$ cat src/rtl/uart_tx_arbiter.sv
// uart_tx_arbiter
// Two-requester arbiter feeding a single UART transmitter through a one-byte
// output buffer. Requesters are granted in IDLE (round-robin pointer breaks
// ties); each accepted byte is counted per requester.
//
// Configuration macro: UART_TX_ARB_LOCK_EN
//   defined   : a grant is held across bytes until a last-byte fire, or until
//               the owner has been idle for LOCK_TIMEOUT cycles.
//   undefined : per-byte round robin; reqN_last is ignored, no idle counter.
//
// Ports
//   clk, reset                : clock, synchronous active-high reset
//   reqN_data/valid/last      : requester N byte stream (N = 0, 1)
//   reqN_ready                : requester N byte accepted this cycle
//   tx_data/tx_data_valid     : output buffer towards the UART transmitter
//   tx_data_ready             : UART transmitter can take a byte
//   grant                     : one-hot owner {GRANT1, GRANT0}, 00 when idle
//   req0_count/req1_count     : bytes forwarded per requester (wrapping)
module uart_tx_arbiter #(
    parameter int unsigned LOCK_TIMEOUT = 1024
) (
    input  logic        clk,
    input  logic        reset,
    input  logic [7:0]  req0_data,
    input  logic        req0_valid,
    input  logic        req0_last,
    output logic        req0_ready,
    input  logic [7:0]  req1_data,
    input  logic        req1_valid,
    input  logic        req1_last,
    output logic        req1_ready,
    output logic [7:0]  tx_data,
    output logic        tx_data_valid,
    input  logic        tx_data_ready,
    output logic [1:0]  grant,
    output logic [15:0] req0_count,
    output logic [15:0] req1_count
);

    typedef enum logic [1:0] {
        IDLE   = 2'd0,
        GRANT0 = 2'd1,
        GRANT1 = 2'd2
    } state_t;

    state_t state, state_nxt;
    logic   prio, prio_nxt;
    logic   fire0, fire1, xfer;
    logic   release0, release1;

    // Ready depends only on registered state and the buffer, never on valid.
    assign req0_ready = (state == GRANT0) && !tx_data_valid;
    assign req1_ready = (state == GRANT1) && !tx_data_valid;
    assign fire0      = req0_valid && req0_ready;
    assign fire1      = req1_valid && req1_ready;
    assign xfer       = tx_data_valid && tx_data_ready;
    assign grant      = {state == GRANT1, state == GRANT0};

`ifdef UART_TX_ARB_LOCK_EN
    localparam int unsigned CW = (LOCK_TIMEOUT > 2) ? $clog2(LOCK_TIMEOUT) : 1;
    localparam logic [CW-1:0] IDLE_LIMIT = CW'(LOCK_TIMEOUT - 1);

    logic [CW-1:0] idle_cnt;
    logic          timeout0, timeout1;

    assign timeout0 = (state == GRANT0) && !req0_valid && (idle_cnt == IDLE_LIMIT);
    assign timeout1 = (state == GRANT1) && !req1_valid && (idle_cnt == IDLE_LIMIT);

    // A fire always wins over an expiring counter in the same cycle.
    assign release0 = fire0 ? req0_last : timeout0;
    assign release1 = fire1 ? req1_last : timeout1;

    always_ff @(posedge clk) begin
        if (reset) begin
            idle_cnt <= '0;
        end else if (fire0 || fire1 || (state_nxt != state)) begin
            idle_cnt <= '0;
        end else if ((state == GRANT0 && !req0_valid) ||
                     (state == GRANT1 && !req1_valid)) begin
            idle_cnt <= idle_cnt + 1'b1;
        end
    end
`else
    logic unused_last;
    assign unused_last = req0_last ^ req1_last;
    assign release0    = fire0;
    assign release1    = fire1;
`endif

    always_comb begin
        state_nxt = state;
        prio_nxt  = prio;
        case (state)
            IDLE: begin
                if (req0_valid && req1_valid) begin
                    state_nxt = prio ? GRANT1 : GRANT0;
                end else if (req0_valid) begin
                    state_nxt = GRANT0;
                end else if (req1_valid) begin
                    state_nxt = GRANT1;
                end
            end
            GRANT0: begin
                if (release0) begin
                    state_nxt = IDLE;
                    prio_nxt  = 1'b1;
                end
            end
            GRANT1: begin
                if (release1) begin
                    state_nxt = IDLE;
                    prio_nxt  = 1'b0;
                end
            end
            default: state_nxt = IDLE;
        endcase
    end

    always_ff @(posedge clk) begin
        if (reset) begin
            state <= IDLE;
            prio  <= 1'b0;
        end else begin
            state <= state_nxt;
            prio  <= prio_nxt;
        end
    end

    // A fire needs an empty buffer, so fire and output transfer never coincide.
    always_ff @(posedge clk) begin
        if (reset) begin
            tx_data       <= '0;
            tx_data_valid <= 1'b0;
            req0_count    <= '0;
            req1_count    <= '0;
        end else if (fire0) begin
            tx_data       <= req0_data;
            tx_data_valid <= 1'b1;
            req0_count    <= req0_count + 16'd1;
        end else if (fire1) begin
            tx_data       <= req1_data;
            tx_data_valid <= 1'b1;
            req1_count    <= req1_count + 16'd1;
        end else if (xfer) begin
            tx_data_valid <= 1'b0;
        end
    end

endmodule

$ cat config.mk
export PLATFORM = sky130hd
export DESIGN_NAME = uart_tx_arbiter
export DESIGN_NICKNAME = d
export VERILOG_FILES = /design/src/rtl/uart_tx_arbiter.sv
export SDC_FILE = /design/constraint.sdc
export NUM_CORES = 1
export LEC_CHECK = 0
export CAP_MARGIN = 0
export CELL_PAD_IN_SITES_DETAIL_PLACEMENT = 0
export CELL_PAD_IN_SITES_GLOBAL_PLACEMENT = 1
export CORE_ASPECT_RATIO = 0.9
export CORE_MARGIN = 2
export CORE_UTILIZATION = 35
export DETAILED_ROUTE_END_ITERATION = 10
export GPL_ROUTABILITY_DRIVEN = 1
export PLACE_DENSITY = 0.84
export SLEW_MARGIN = 20
export SYNTH_ARGS = -nofsm -noshare
export SYNTH_HDL_FRONTEND = slang
export SYNTH_SLANG_ARGS = --single-unit
$ cat constraint.sdc
create_clock -name clk -period 5.17 [get_ports clk]
set_clock_uncertainty 0.15 [all_clocks]
set_input_delay 1.034 -clock clk [delete_from_list [all_inputs] [get_ports clk]]
set_output_delay 1.034 -clock clk [all_outputs]
set_load 0.03 [all_outputs]
* Word-level counts from Yosys, hierarchy flattened *
Cells that the tools add are included.

storage, ports and cells
  bits of input ports = 23
  flip-flop bits (word level) = 44
  output and inout port bits = 45

operators by class
  equal/unequal tests = 5
  bitwise logic cells = 1
  $add $sub $neg = 2
  mux-type cells = 15
  reductions and logical operators = 14

operator list
  cell                                                             count
  16-bit by 1-bit adder with 16-bit output, second input constant  2
  8-bit 2-to-1 mux                                                 2
  2-bit 2-to-1 mux                                                 6
  1-bit logical AND                                                6
  2-bit one-hot mux with 3 select lines                            1
  3-bit AND reduction                                              2
  1-bit 2-to-1 mux                                                 5
  2-bit by 1-bit != test with 1-bit output, second input constant  2
  4-bit != test, second input constant                             1
  2-bit nonzero test                                               2
  3-bit nonzero test                                               1
  2-bit by 1-bit == test with 1-bit output, second input constant  1
  2-bit == test, second input constant                             1
  2-bit logical NOT                                                1
  1-bit one-hot mux with 2 select lines                            1
  2-bit AND reduction                                              1
  1-bit logical NOT                                                1
  1-bit NOT                                                        1

* Logic depth before layout (Yosys ltp) *
Gate-level depths: netlist of the first run.

  word-level depth = 5
  depth in mapped cells = 5
  gate-level depth less buffers = 5

* Worst setup path after synthesis of the first run *
OpenSTA, ideal clock, no wires.

  kind = input -> register
  start point = input req0_valid
  end point = register req0_count[14]
  setup slack = 2661 ps
  required time = 4950 ps
  arrival time = 2289 ps
  library setup time = 70 ps
  stages = 5
  cell sequence = nand4bb_1 buf_6 or4_4 or3_1 a21oi_1

between the ends
  cells in the longest elaborated chain, start to end = 1

RTL lines
  element                 line  text
  start: declaration      25    input logic req0_valid,
  1-bit logical AND       54    assign fire0 = req0_valid && req0_ready;
  end signal: assignment  139   req0_count <= req0_count + 16'd1;
  end: declaration        36    output logic [15:0] req0_count,

No other way between the ends.
A chain may end at the register's enable or synchronous reset.

* Worst setup path in the final report of the first run *
  start point = input req1_valid
  end point = register req1_count[15]

between the ends
  cells in the longest elaborated chain, start to end = 2

RTL lines
  element                        line  text
  start: declaration             29    input logic req1_valid,
  1-bit logical AND              55    assign fire1 = req1_valid && req1_ready;
  2-bit AND reduction (no line)  --
  end signal: assignment         143   req1_count <= req1_count + 16'd1;
  end: declaration               37    output logic [15:0] req1_count

No other way between the ends.

==> key figures, run 1 <==
Synthesis
  – YS warnings: 0
  – Area leader, netlist: dfxtp_1
  – Post-synth top area share: 45.07%
  – Top_reg_cell synth: dfxtp_1
  – Post-synthesis instance area: 1954 sq um
  – EDFF count, synth: 0
  – Synth cell types: 37
  – FFs w/ async S/R, synth: 0%
  – Flops & latches, synth: 44
  – Post-synthesis average cell area: 8.725 sq um
  – Top cells by area, synth: dfxtp_1 (45%), xnor2_1 (6.7%), a21oi_1 (5.6%)
  – Net count after synthesis: 249
  – Seq/Total Area, Yosys: between 40% and 50%
  – Post-Syn Instances: 224

Worst setup path
  – Startpoint Class: input pin
  – CP Class: input pin to register
  – Worst endpoint required time: ~5.2 ns
  – Bufs and invs on worst path: 1
  – Slowest cell on crit path: or3_1
  – CP max FO: 12
  – Critical path's top delay family: simple AND/OR/NAND/NOR gates
  – CP cell instances: clkdlybuf4s50_1 -> nand4bb_1 -> or3_1 -> or4_1 -> a21oi_1
  – CP endpoint kind: register
  – Worst path max stage delay: 0.60 ns
  – WP data arrival: around 3.2 ns

Floorplan
  – Initial Utilization: a little under two fifths
  – Die H: 74.89 microns
  – Die area: between 6000 and 7000 sq um
  – Die width: just over 80 microns
  – FP Rows: 25
  – Top Ports: 68
  – CORE AREA: 5318 sq um

Timing
  – Period utilisation layout: around 61%
  – Slew HR: 35.06%
  – Fin. max-slew vios: 0
  – Min Hold Slack: ~0.3 ns
  – Slew @ Worst Pin: 0.9711 ns
  – Fmax: 0.3160 GHz
  – Setup TNS: 0 ns
  – RSZ-0062 raised after global routing: no
  – Fin crit period: 3.164 ns
  – Final count of hold timing violations: 0
  – Setup-failing EPs final: 0
  – Post-layout worst setup margin: between 2 and 2.5 ns

Placed design
  – Inst Count DP: 350
  – Cell Area, Placed: 2673 sq um
  – Place WS: between 1.5 and 2 ns
  – PortBufs: 65
  – Post-DP HPWL: about 3200 microns
  – Gp weighted congestion: ~0.8

Clock tree
  – Post-cts sizing count: 0
  – Clock-pin slew on the worst setup and hold paths: 0.08 ns
  – Setup bufs post-CTS: 0
  – H-Tree Depth: 2
  – TritonCTS clock tree: yes
  – CTS root buffer: clkbuf_8
  – Later-pin clock latency in the skew report: 0.29 ns
  – CTS Buf Count: 5
  – Cts hold-fix bufs: 0
  – # clock sinks: 44
  – CTS Buffer Depth: 2

Routing
  – # DRC: 0
  – DRT Pass-1 Iters: 4
  – Drt wl/cell: 12.36 microns
  – Drt first-iter violations: 95
  – Antenna-violating nets left: 0
  – Post-DR vias/cell: 4.953
  – Total wire length: 4425 microns
  – Via count: 1,773

Global routing
  – First-pass GRT wire length: 7307 microns
  – GRT Util Overall: 15.44%
  – Initial antenna violation count: 0
  – Largest net degree at the start of global routing: 27
  – GRT Residual Overflow: 0
  – Vias in the first global route: 1,550

Power and ir drop
  – P_leak: 0.8842 nW
  – PD cells: 239.0 nW/um^2
  – Max IR drop VDD: between 0.1 and 0.15 mV
  – Total power draw: around 0.66 mW

Hold path
  – Hold Crit Class: register to register

Flow run
  – Max Cap Violations: 0

Final layout
  – Fin area: 2763 sq um
  – Fillers: between 500 and 600
  – Area Overhead vs Synth: 41.36%
  – Antenna cells: 0
  – Utilization after layout: 51.95%
  – Layout cells sized above 1: 6.873%
  – Nets: 315
  – Final std cells w/o fill: roughly 360

Outcome
  – Run status: finished clean
[final cells by class]
class	instances	area (sq um)	share of cell area, %
clock buffer	8	90.09	3.261
inverter	3	11.26	0.4076
multi-input combinational	168	1023	37.05
sequential	44	880.8	31.88
tap	67	83.83	3.034
timing repair buffer	68	673.1	24.37
[sequential cells by signal (all words and copies together), names as in the netlist]
register,flops
prio,1
req0_count,16
req1_count,16
state,2
tx_data,8
tx_data_valid,1
[logic make-up after synthesis]
| group | synth area share (%) |
|---|---|
| adder cells (fa/ha/maj) | 1.280 |
| XOR/XNOR | 8.963 |
| flip-flops | 45.07 |
| buffers and inverters | 3.201 |
| multiplexers | 1.152 |
| AO/OA/AOI/OAI | 11.08 |
| AND/OR/NAND/NOR | 29.26 |
[path summary, 6_finish.rpt]
check	startpoint	endpoint	slack [ns]	cells past startpoint
worst max-delay path	req1_valid	req1_count[15]	2.01	5
worst min-delay path	tx_data[2]	tx_data[2]	0.30	2
worst max register to register	tx_data_valid	req1_count[15]	2.75	4
worst min register to register	tx_data[2]	tx_data[2]	0.30	2
[synth_stat cells, types with 2 or more instances]
cell type	n
nor2_1	26
dfxtp_1	44
o21ai_0	6
nor3_1	4
nor4_1	8
and2b_2	2
mux2_2	2
inv_1	3
ha_1	2
nand4_1	7
nand2_1	23
xor2_1	5
nand2b_1	3
nand4bb_1	2
a22oi_1	8
nor4bb_1	2
or3_1	7
nor2b_1	4
a21oi_1	22
nand3_1	9
clkbuf_1	5
xnor2_1	15
[cells in the final DEF (no fill, tap or decap), drive strengths merged, types with 7 or more instances in the layout]
cell type	synthesis	layout
a22oi	8	8
nor2	26	26
nand4	7	7
a21oi	22	22
clkdlybuf4s50	0	65
nand3	9	9
nand2	23	23
or3	8	8
clkbuf	5	8
dfxtp	44	44
xnor2	15	15
nor4	9	9
[metal layers]
metal  vias up  routed length, microns  global-route usage (%)
met4         0                      59                   5.464
met3         6                     323                   5.995
met5         -                       0                       0
met2        50                    1858                   22.13
met1       792                    2184                   21.21
li1        925                       -                       -
[where the power goes]
group / leakage [nW] / switching, mW / internal [mW] / total, mW
logic: 0.483 / 0.0443 / 0.0420 / 0.0863
registers: 0.356 / 0.00919 / 0.347 / 0.356
clock network: 0.0455 / 0.109 / 0.109 / 0.218
total: 0.884 / 0.163 / 0.498 / 0.660
[worst reg2reg max path, delay by kind of cell, from the launching register on]
kind	cells	cell delay [ns]
compound gates	1	0.14
flops	1	0.42
simple gates	3	1.63
Power figures use the tool's default switching activity.
==> run 2: changes to the inputs <==
Settings changed: CORE_UTILIZATION 35 to 29, PLACE_DENSITY 0.84 to 0.75.
Clock period 5.17 ns to 2.7 ns, I/O delays scaled along.
==> run 2 against run 1 <==
Power increased by 100%. Sequential cell count unchanged. Sequential power increased by 91%. Count of clock-buffer cells in the layout decreased by 2. Clock power increased by 120%. Combinational power increased by 100%. Cell count increased by 7.5%. Critical endpoint is now req0_ready.
==> key figures, run 2 (synthesized netlist as in run 1, its figures left out) <==
Outcome
  – Run status: finished clean

Floorplan
  – Die area: 7413 sq um (+20%)
  – CORE AREA: 6551 sq um (+23%)
  – Die H: 81.88 microns (+9.3%)
  – Top Ports: 68 (unchanged)
  – Initial Utilization: 29.83% (-6.9 points)
  – Die width: 90.54 microns (+9.4%)
  – FP Rows: 28 (+12%)

Worst setup path
  – CP cell instances: and2b_2 -> nor2b_1 -> clkdlybuf4s50_1
  – Bufs and invs on worst path: 1 (unchanged)
  – CP endpoint kind: output pin
  – WP data arrival: 1.74 ns (-1.49 ns)
  – Setup crit end: req0_ready
  – Crit. Startpoint: state[0]
  – Crit. path cell count: 3 (-2)
  – R2r worst-path depth: 5 (+1)
  – Worst path max stage delay: 0.67 ns (+0.07 ns)
  – Critical path's top delay family: buffers and inverters
  – Slowest cell on crit path: clkdlybuf4s50_1
  – Worst reg2reg setup slack: 0.65 ns (-2.10 ns)
  – CP Class: register to output pin
  – Startpoint Class: register
  – R2R Path End: req0_count[14]
  – Worst endpoint required time: 2.01 ns (-3.22 ns)
  – CP max FO: 9 (-3)
  – Critical R2R Launch: req0_count[0]

Flow run
  – Max Cap Violations: 0 (unchanged)

Global routing
  – Busiest grt layer: met2
  – Met1 Usage GRT: 15.39% (-5.8 points)
  – GRT met3 Usage: 3.578% (-2.4 points)
  – GRT Util Overall: 12.47% (-3.0 points)
  – Vias in the first global route: 1,640 (+5.8%)
  – Initial antenna violation count: 0 (unchanged)
  – GRT Residual Overflow: 0 (unchanged)
  – M2 GR Usage: 20.97% (-1.2 points)
  – First-pass GRT wire length: 7452 microns (+2.0%)
  – Largest net degree at the start of global routing: 48 (+78%)

Clock tree
  – TritonCTS clock tree: yes
  – Later-pin clock latency in the skew report: 0.29 ns (about the same)
  – CTS root buffer: clkbuf_8
  – Clock-pin slew on the worst setup and hold paths: 0.08 ns (about the same)
  – Setup bufs post-CTS: 0 (unchanged)
  – CTS Buffer Depth: 2 (unchanged)
  – Cts hold-fix bufs: 0 (unchanged)
  – CTS Buf Count: 5 (unchanged)
  – Post-cts sizing count: 0 (unchanged)
  – H-Tree Depth: 2 (unchanged)
  – # clock sinks: 44 (unchanged)

Power and ir drop
  – Max IR drop VDD: 0.2378 mV (+110%)
  – PD cells: 470.8 nW/um^2 (+97%)
  – Total power draw: 1.342 mW (+100%)
  – Net Sw Frac: 23.68% (-0.97 points)
  – Clk pwr share: 36.4% (+3.4 points)
  – Internal Power: 1.024 mW (+110%)
  – Comb pwr share: 12.9% (-0.2 points)
  – P_leak: 0.9167 nW (+3.7%)
  – Flop pwr share: 50.7% (-3.2 points)
  – Switching pwr: 0.3179 mW (+95%)

Timing
  – Setup TNS: 0 ns (unchanged)
  – Fmax: between 0.4 and 0.5 GHz
  – Setup-failing EPs final: 0 (unchanged)
  – Slew @ Worst Pin: 0.3366 ns (-0.6345 ns)
  – Fin crit period: around 2.4 ns
  – RSZ-0062 raised after global routing: no
  – Fin. max-slew vios: 0 (unchanged)
  – Slew HR: 77.24% (+42 points)
  – Period utilisation layout: around 90%
  – Final count of hold timing violations: 0 (unchanged)

Routing
  – Antenna-violating nets left: 0 (unchanged)
  – DRT Pass-1 Iters: 4 (unchanged)
  – Post-DR vias/cell: 4.603 (-7.1%)
  – Drt wl/cell: 11.86 microns (-4.0%)
  – Drt first-iter violations: 58 (-39%)
  – Via count: 1,772 (-0.056%)
  – # DRC: 0 (unchanged)
  – Total wire length: 4567 microns (+3.2%)

Placed design
  – PortBufs: 65 (unchanged)
  – Post-DP HPWL: 3291 microns (+3.3%)
  – Cell Area, Placed: 2744 sq um (+2.7%)
  – Gp weighted congestion: 0.7021 (-10%)

Final layout
  – Most frequent cells in the layout: clkdlybuf4s50_1 (65), dfxtp_1 (44), nor2_1 (26), nand2_1 (23), a21oi_1 (22)
  – Register area: 880.8 sq um (unchanged)
  – Nets: 319 (+1.3%)
  – Area Overhead vs Synth: 45.90%
  – Fillers: 668 (+23%)
  – Antenna cells: 0 (unchanged)
  – Multi-input combinational cell area: 1023 sq um (unchanged)
  – Most common cell after layout, fill and taps aside: clkdlybuf4s50_1
  – Fin area: 2851 sq um (+3.2%)
  – Layout cells sized above 1: 8.475% (+1.6 points)
  – Largest regs: req0_count x16, req1_count x16, tx_data x8

Hold path
  – Hold Crit Class: register to register
  – Hold path cells: 2 (unchanged)
  – Beginning of the worst hold path: tx_data[0]
## run 2: area by class of cell
type,count,share of cell area (%)
clock buffers,6,2.545
clock inverters,2,1.229
inverters,3,0.3949
multi-input cells,168,35.89
flip-flops and latches,44,30.89
well taps,90,3.949
repair buffers,72,25.10
## run 2: how the worst min path moves through the flow
| stage | to | slack [ns] |
|---|---|---|
| after floorplan | prio | 0.32 |
| after global placement | tx_data[4] | 0.29 |
| after detailed placement | tx_data[0] | 0.30 |
| after CTS | tx_data[7] | 0.32 |
| after global routing | tx_data[5] | 0.34 |
| final | tx_data[0] | 0.31 |
## run 2: power groups by stage
| stage | Sequential [mW] | Clock, mW | Combinational [mW] |
|---|---|---|---|
| 3_3_place_gp | 0.695 | 0 | 0.174 |
| 6_report | 0.681 | 0.489 | 0.173 |
| 5_1_grt | 0.684 | 0.537 | 0.188 |
| 4_1_cts | 0.681 | 0.510 | 0.175 |
| 3_5_place_dp | 0.696 | 0 | 0.175 |
| 2_1_floorplan | 0.713 | 0 | 0.0700 |
## run 2: worst register-to-register path: stages, from the launching register on
cell	delay [ns]
dfxtp_1	0.43
ha_1	0.22
nand3_1	0.15
or4_4	0.53
or3_1	0.35
a21oi_1	0.13
## run 2: per-stage QoR
| stage | setup WS, ns | instances | utilization (%) | hold WS (ns) |
|---|---|---|---|---|
| after floorplan | 0.5922 | 224 | - | 0.3210 |
| after global placement | 0.1713 | 377 | 41.88 | 0.2910 |
| after detailed placement | 0.1266 | 377 | 41.88 | 0.3023 |
| after CTS | 0.2516 | 385 | 43.53 | 0.3158 |
| after global routing | 0.1514 | 385 | 43.53 | 0.3402 |
| final | 0.2684 | 385 | 43.53 | 0.3100 |
## run 2: per-layer routing
layer  share of wire [%]  up-vias
li1                    -      933
met1                  48      795
met2                  46       42
met3                 5.8        2
met4                0.88        0
met5                   0        -
